==> src/rtl/sprite_set_n.sv <==
// Sprite pixel engine: NUM_SPRITES slots loaded as a shift chain during fetch,
// then X down-count and pattern shift during display, with a registered priority mux.
module sprite_set_n #(
    parameter int NUM_SPRITES = 8,
    parameter int X_BITS      = 8,
    localparam int IDX_W      = $clog2(NUM_SPRITES),
    localparam int OCC_W      = $clog2(NUM_SPRITES + 1)
) (
    input  logic                 clk,
    input  logic                 rst_n,
    input  logic                 ce,
    input  logic                 line_start,
    input  logic                 enable,
    input  logic [3:0]           load,
    input  logic [X_BITS+19:0]   load_in,
    output logic [4:0]           pix_bits,
    output logic                 pix_is_sprite0,
    output logic [IDX_W-1:0]     pix_index,
    output logic [OCC_W-1:0]     occupancy,
    output logic                 overflow
);
    localparam int N = NUM_SPRITES;
    localparam logic [OCC_W-1:0] OCC_FULL = OCC_W'(N);

    logic [N-1:0]        valid_q, valid_d;
    logic [N-1:0]        tag_q, tag_d;
    logic [N-1:0]        prio_q, prio_d;
    logic [X_BITS-1:0]   xcnt_q [N];
    logic [X_BITS-1:0]   xcnt_d [N];
    logic [1:0]          pal_q  [N];
    logic [1:0]          pal_d  [N];
    logic [7:0]          hi_q   [N];
    logic [7:0]          hi_d   [N];
    logic [7:0]          lo_q   [N];
    logic [7:0]          lo_d   [N];
    logic [OCC_W-1:0]    occ_q, occ_d;
    logic                ovf_q, ovf_d;
    logic [4:0]          pix_bits_q;
    logic                pix_s0_q;
    logic [IDX_W-1:0]    pix_idx_q;

    logic [4:0]          win_bits;
    logic                win_tag;
    logic [IDX_W-1:0]    win_idx;
    logic [N-1:0]        valid_base;

    logic                ld_tag;
    logic [X_BITS-1:0]   ld_x;
    logic                ld_prio;
    logic [1:0]          ld_pal;
    logic [7:0]          ld_hi;
    logic [7:0]          ld_lo;

    assign ld_tag  = load_in[X_BITS+19];
    assign ld_x    = load_in[X_BITS+18:19];
    assign ld_prio = load_in[18];
    assign ld_pal  = load_in[17:16];
    assign ld_hi   = load_in[15:8];
    assign ld_lo   = load_in[7:0];

    // line_start clears valid before any push in the same cycle
    assign valid_base = line_start ? {N{1'b0}} : valid_q;

    // Slot next-state: load shifts fields down the chain, otherwise run counts/shifts
    always_comb begin
        valid_d = valid_q;
        tag_d   = tag_q;
        prio_d  = prio_q;
        xcnt_d  = xcnt_q;
        pal_d   = pal_q;
        hi_d    = hi_q;
        lo_d    = lo_q;
        occ_d   = occ_q;
        ovf_d   = ovf_q;
        if (ce) begin
            if (line_start) begin
                valid_d = {N{1'b0}};
                occ_d   = {OCC_W{1'b0}};
                ovf_d   = 1'b0;
            end else begin
                valid_d = valid_q;
            end
            if (load != 4'd0) begin
                for (int i = 0; i < N - 1; i++) begin
                    if (load[3]) xcnt_d[i] = xcnt_q[i+1]; else xcnt_d[i] = xcnt_q[i];
                    if (load[2]) pal_d[i]  = pal_q[i+1];  else pal_d[i]  = pal_q[i];
                    if (load[1]) lo_d[i]   = lo_q[i+1];   else lo_d[i]   = lo_q[i];
                    if (load[0]) hi_d[i]   = hi_q[i+1];   else hi_d[i]   = hi_q[i];
                end
                if (load[3]) begin
                    xcnt_d[N-1] = ld_x;
                    tag_d       = {ld_tag, tag_q[N-1:1]};
                    valid_d     = {1'b1, valid_base[N-1:1]};
                    if (occ_d == OCC_FULL) begin
                        ovf_d = 1'b1;
                    end else begin
                        occ_d = occ_d + OCC_W'(1);
                    end
                end else begin
                    tag_d = tag_q;
                end
                if (load[2]) begin
                    pal_d[N-1] = ld_pal;
                    prio_d     = {ld_prio, prio_q[N-1:1]};
                end else begin
                    prio_d = prio_q;
                end
                if (load[1]) lo_d[N-1] = ld_lo; else lo_d[N-1] = lo_q[N-1];
                if (load[0]) hi_d[N-1] = ld_hi; else hi_d[N-1] = hi_q[N-1];
            end else if (enable) begin
                for (int i = 0; i < N; i++) begin
                    if (xcnt_q[i] != {X_BITS{1'b0}}) begin
                        xcnt_d[i] = xcnt_q[i] - X_BITS'(1);
                    end else begin
                        hi_d[i] = {hi_q[i][6:0], 1'b0};
                        lo_d[i] = {lo_q[i][6:0], 1'b0};
                    end
                end
            end else begin
                occ_d = occ_d;
            end
        end else begin
            occ_d = occ_q;
        end
    end

    // Priority mux: scan high to low so the lowest opaque index is left standing
    always_comb begin
        win_bits = 5'd0;
        win_tag  = 1'b0;
        win_idx  = {IDX_W{1'b0}};
        for (int i = N - 1; i >= 0; i--) begin
            if (valid_q[i] && (xcnt_q[i] == {X_BITS{1'b0}}) && (hi_q[i][7] || lo_q[i][7])) begin
                win_bits = {prio_q[i], pal_q[i], hi_q[i][7], lo_q[i][7]};
                win_tag  = tag_q[i];
                win_idx  = IDX_W'(i);
            end else begin
                win_bits = win_bits;
            end
        end
    end

    // State and output registers
    always_ff @(posedge clk or negedge rst_n) begin
        if (!rst_n) begin
            valid_q    <= {N{1'b0}};
            tag_q      <= {N{1'b0}};
            prio_q     <= {N{1'b0}};
            for (int i = 0; i < N; i++) begin
                xcnt_q[i] <= {X_BITS{1'b0}};
                pal_q[i]  <= 2'd0;
                hi_q[i]   <= 8'd0;
                lo_q[i]   <= 8'd0;
            end
            occ_q      <= {OCC_W{1'b0}};
            ovf_q      <= 1'b0;
            pix_bits_q <= 5'd0;
            pix_s0_q   <= 1'b0;
            pix_idx_q  <= {IDX_W{1'b0}};
        end else begin
            valid_q <= valid_d;
            tag_q   <= tag_d;
            prio_q  <= prio_d;
            xcnt_q  <= xcnt_d;
            pal_q   <= pal_d;
            hi_q    <= hi_d;
            lo_q    <= lo_d;
            occ_q   <= occ_d;
            ovf_q   <= ovf_d;
            if (ce) begin
                pix_bits_q <= enable ? win_bits : 5'd0;
                pix_s0_q   <= enable ? win_tag : 1'b0;
                pix_idx_q  <= enable ? win_idx : {IDX_W{1'b0}};
            end
        end
    end

    assign pix_bits       = pix_bits_q;
    assign pix_is_sprite0 = pix_s0_q;
    assign pix_index      = pix_idx_q;
    assign occupancy      = occ_q;
    assign overflow       = ovf_q;
endmodule

==> config.mk <==
export PLATFORM = sky130hd
export DESIGN_NAME = sprite_set_n
export DESIGN_NICKNAME = d
export VERILOG_FILES = /design/src/rtl/sprite_set_n.sv
export SDC_FILE = /design/constraint.sdc
export NUM_CORES = 1
export LEC_CHECK = 0
export CAP_MARGIN = 25
export CORE_ASPECT_RATIO = 0.5
export CORE_MARGIN = 5
export CORE_UTILIZATION = 47
export DETAILED_ROUTE_END_ITERATION = 10
export PLACE_DENSITY = 0.61
export SETUP_SLACK_MARGIN = 0.05
export SYNTH_ARGS = -nofsm -noshare
export SYNTH_HDL_FRONTEND = slang
export SYNTH_SLANG_ARGS = --single-unit
export TNS_END_PERCENT = 50
==> constraint.sdc <==
create_clock -name clk -period 3.43 [get_ports clk]
set_clock_uncertainty 0.2 [all_clocks]
set_input_delay 0.686 -clock clk [delete_from_list [all_inputs] [get_ports clk]]
set_output_delay 0.686 -clock clk [all_outputs]
set_load 0.02 [all_outputs]
==> implementation parameters <==
Parameter                              Value

Worst setup path
  Kind of cell adding the most delay to the critical path ... simple AND/OR/NAND/NOR gates
  CP Data Arrival Time ... 3.19 ns
  Worst setup EP type ... flip-flop
  Largest fanout on the critical path ... 8
  Startpoint type of the worst setup path ... flip-flop
  Library cell contributing the largest single delay on the critical path ... sky130_fd_sc_hd__nor4bb_1
  Worst stage delay on the critical path ... 0.64 ns
  Critical setup path kind ... flip-flop to flip-flop
  Chain of cells forming the critical path ... inv_1 -> ha_1 -> nor4bb_1 -> nand3b_1 -> nand3_1 -> a221oi_1 -> a211oi_1
  Number of gates on the worst path with buffers counted ... 7
  Required @ worst endpoint ... 3.66 ns
  Buffering stage count on the worst path with inverters included ... 1
  Depth of the most critical reg-to-reg path ... 7

Layout
  Area delta synth->final ... 14.8%
  Number of filler cells placed in the layout ... 2414
  Final cell area excluding filler cells ... 14600 um^2
  Total Nets Final ... 1586
  Number of antenna cells inserted ... 0
  Non-filler cells in the finished layout ... 1899
  Leading cell types in the layout, fill and taps excluded ... sky130_fd_sc_hd__nand2_1, sky130_fd_sc_hd__dfrtp_1, sky130_fd_sc_hd__nor2_1, sky130_fd_sc_hd__a31oi_1, sky130_fd_sc_hd__o21ai_0
  Utilization after layout ... 0.550
  Ratio of cells with drive above 1 in the final layout ... 0.0963
  Commonest non-fill, non-tap cell in the layout ... sky130_fd_sc_hd__nand2_1

Global routing
  Number of antenna violations at the first check in global routing ... 0
  Vias in the first global route ... 10488
  Global-route wire length before repair ... 56.1 mm
  Global routing usage summed across all routing layers ... 0.219
  Pin count of the biggest net entering global routing ... 94
  Remaining global-route overflow ... 0

Synth
  Distinct cell type count of the synthesized netlist ... 66
  Post-synthesis cell count ... 1482
  Number of synthesized flops with an enable pin ... 0
  Leading cell types by total area after synthesis ... sky130_fd_sc_hd__dfrtp_1, sky130_fd_sc_hd__nand2_1, sky130_fd_sc_hd__a31oi_1
  Most instantiated flip-flop cell in the synthesis netlist ... sky130_fd_sc_hd__dfrtp_1
  Net Count, Synth ... 1536
  Cell accounting for the most synthesized area ... sky130_fd_sc_hd__dfrtp_1
  Sequential cell area fraction in the yosys report ... 0.486
  Flops & latches, synth ... 246
  Count of yosys warnings during synthesis ... 0
  Synth Cell Area ... 12700 um^2
  Portion of synthesized cell area occupied by the leading cell type ... 0.486
  Ys async rst share ... 1.00
  Post-synthesis average cell area ... 8.55 um^2

Die
  Area of the core ... 26500 um^2
  Die Ht ... 126 um
  Number of rows created at floorplan ... 42
  Die X ... 242 um
  Starting Density ... 0.479
  Io pins ... 51
  Total die area ... 30600 um^2

Power
  Peak supply drop ... 328 uV
  Static leakage power ... 6.14 nW
  PwrDens ... 600 nW/um^2
  Total power after layout ... 8.74 mW

Detailed routing
  ANT nets after route ... 0
  Routed len/inst ... 17.8 um
  Violation count after the first detailed-route iteration ... 960
  Post-Route WL ... 33.8 mm
  Via count normalized by instance count ... 5.84
  Count of TritonRoute iterations in the first routing pass ... 5
  Residual DRC count ... 0
  Via Count ... 11093

CTS
  TritonCTS clock tree ... yes
  Number of levels the H-tree was split into ... 1
  Num CTS Buffers ... 24
  Sink Count ... 246
  Clock slew at reported path FFs ... 0.07 ns
  Setup bufs post-CTS ... 0
  Root buffer cell ... sky130_fd_sc_hd__clkbuf_16
  Clock Latency Late Sink ... 0.53 ns
  Maximum clock insertion buffer count ... 3

Hold path
  Class of the tightest hold or removal check ... flip-flop to flip-flop
  Instance count along the most critical hold path ... 1

STA
  Rel. slew slack ... 0.439
  Final-report max-slew violation count ... 0
  Measured slew at the worst slew-check pin ... 0.837 ns
  Setup Total Neg Slack ... 0 ns
  Unrepaired setup endpoints after global routing ... no
  Count of final hold-check violations ... 0
  Min Clock Period, post-route ... 2.96 ns
  Highest clock frequency the design can meet ... 0.338 GHz
  Final-layout worst hold slack ... 0.299 ns
  Post-route clock period utilization ... 0.864
  Finish-stage setup viols ... 0
  Worst Setup Slack, final ... 0.468 ns

Place
  Port Buffers ... 50
  Detailed placement HPWL ... 23.8 mm
  Instance area after placement ... 13800 um^2
  Placement Setup Slack ... 0.0400 ns
  Cells after DPL ... 1857
  Routability Congestion ... 0.906

Job
  Count of max-cap constraint violations ... 0

Status
  Result of the run ... complete, no violations
-- power breakdown --
group	internal, mW	total [mW]	switching (mW)	leakage, nW
Combinational	0.807	1.81	1.00	2.92
Clock	1.43	2.60	1.16	0.370
Sequential	3.59	4.33	0.739	2.85
-- synth_stat cells, drive strengths merged, types with 8 or more instances --
| cell type | number |
|---|---|
| o21ai | 110 |
| nand3 | 18 |
| a21oi | 72 |
| clkbuf | 63 |
| mux2 | 29 |
| nor4 | 17 |
| o22ai | 14 |
| a31oi | 122 |
| buf | 27 |
| inv | 53 |
| o21a | 18 |
| nand2 | 294 |
| nor2 | 190 |
| dfrtp | 246 |
| or3 | 12 |
| or4 | 8 |
| nor3b | 10 |
| ha | 17 |
| nor3 | 44 |
| a211oi | 10 |
| a22oi | 8 |
-- sequential cells by signal, indices dropped and copies added, names as in the netlist --
register / flops
hi_q: 64
lo_q: 64
occupancy: 4
overflow: 1
pal_q: 16
pix_bits: 5
pix_index: 3
pix_is_sprite0: 1
prio_q: 8
tag_q: 8
valid_q: 8
xcnt_q: 64
-- path summary, 6_finish.rpt --
| path | from | end | slack, ns |
|---|---|---|---|
| min reg2reg | pix_index[2]$_DFFE_PN0P_ | pix_index[2]$_DFFE_PN0P_ | 0.30 |
| max in group asynchronous | rst_n | hi_q[0]$_DFFE_PN0P_ | 1.65 |
| max | xcnt_q[48]$_DFFE_PN0P_ | pix_bits[4]$_DFFE_PN0P_ | 0.47 |
| min | pix_index[2]$_DFFE_PN0P_ | pix_index[2]$_DFFE_PN0P_ | 0.30 |
| min in group asynchronous | rst_n | xcnt_q[30]$_DFFE_PN0P_ | 0.53 |
| max reg2reg | xcnt_q[48]$_DFFE_PN0P_ | pix_bits[4]$_DFFE_PN0P_ | 0.47 |
-- cells by family after synthesis --
group / Yosys count / synth area share
fa+ha+maj: 17 / 0.0168
buf+inv: 143 / 0.0459
simple gates: 630 / 0.221
compound gates: 417 / 0.205
mux: 29 / 0.0258
flops: 246 / 0.486
-- worst reg2reg max path, stage by stage (launching register included) --
cell and delay, ns:
sky130_fd_sc_hd__dfrtp_1 0.47, sky130_fd_sc_hd__inv_1 0.14, sky130_fd_sc_hd__ha_1 0.22, sky130_fd_sc_hd__nor4bb_1 0.64, sky130_fd_sc_hd__nand3b_1 0.45, sky130_fd_sc_hd__nand3_1 0.35, sky130_fd_sc_hd__a221oi_1 0.12, sky130_fd_sc_hd__a211oi_1 0.28
-- cell type report --
class	count	area [um^2]	area share
repair buffers	114	1080	0.0739
clock buffers	33	664	0.0456
clock inverters	8	80.1	0.00550
inverters	53	199	0.0137
well taps	352	440	0.0303
multi-input cells	1093	5940	0.408
flip-flops and latches	246	6160	0.423
-- per-layer routing --
metal,vias up,track usage,part of all wire
li1,5360,-,-
met1,5397,0.340,0.50
met2,285,0.330,0.44
met3,51,0.0320,0.051
met4,0,0.0402,0.017
met5,-,0,0
-- repair_timing --
item / 4_1_cts / 5_1_grt
endpoints found under the hold margin: 69 / 0
hold buffers: 1 / 0
gates resized for setup: 0 / 0
endpoints found under the setup margin: 0 / 0
(Power assumes the default switching activity.)
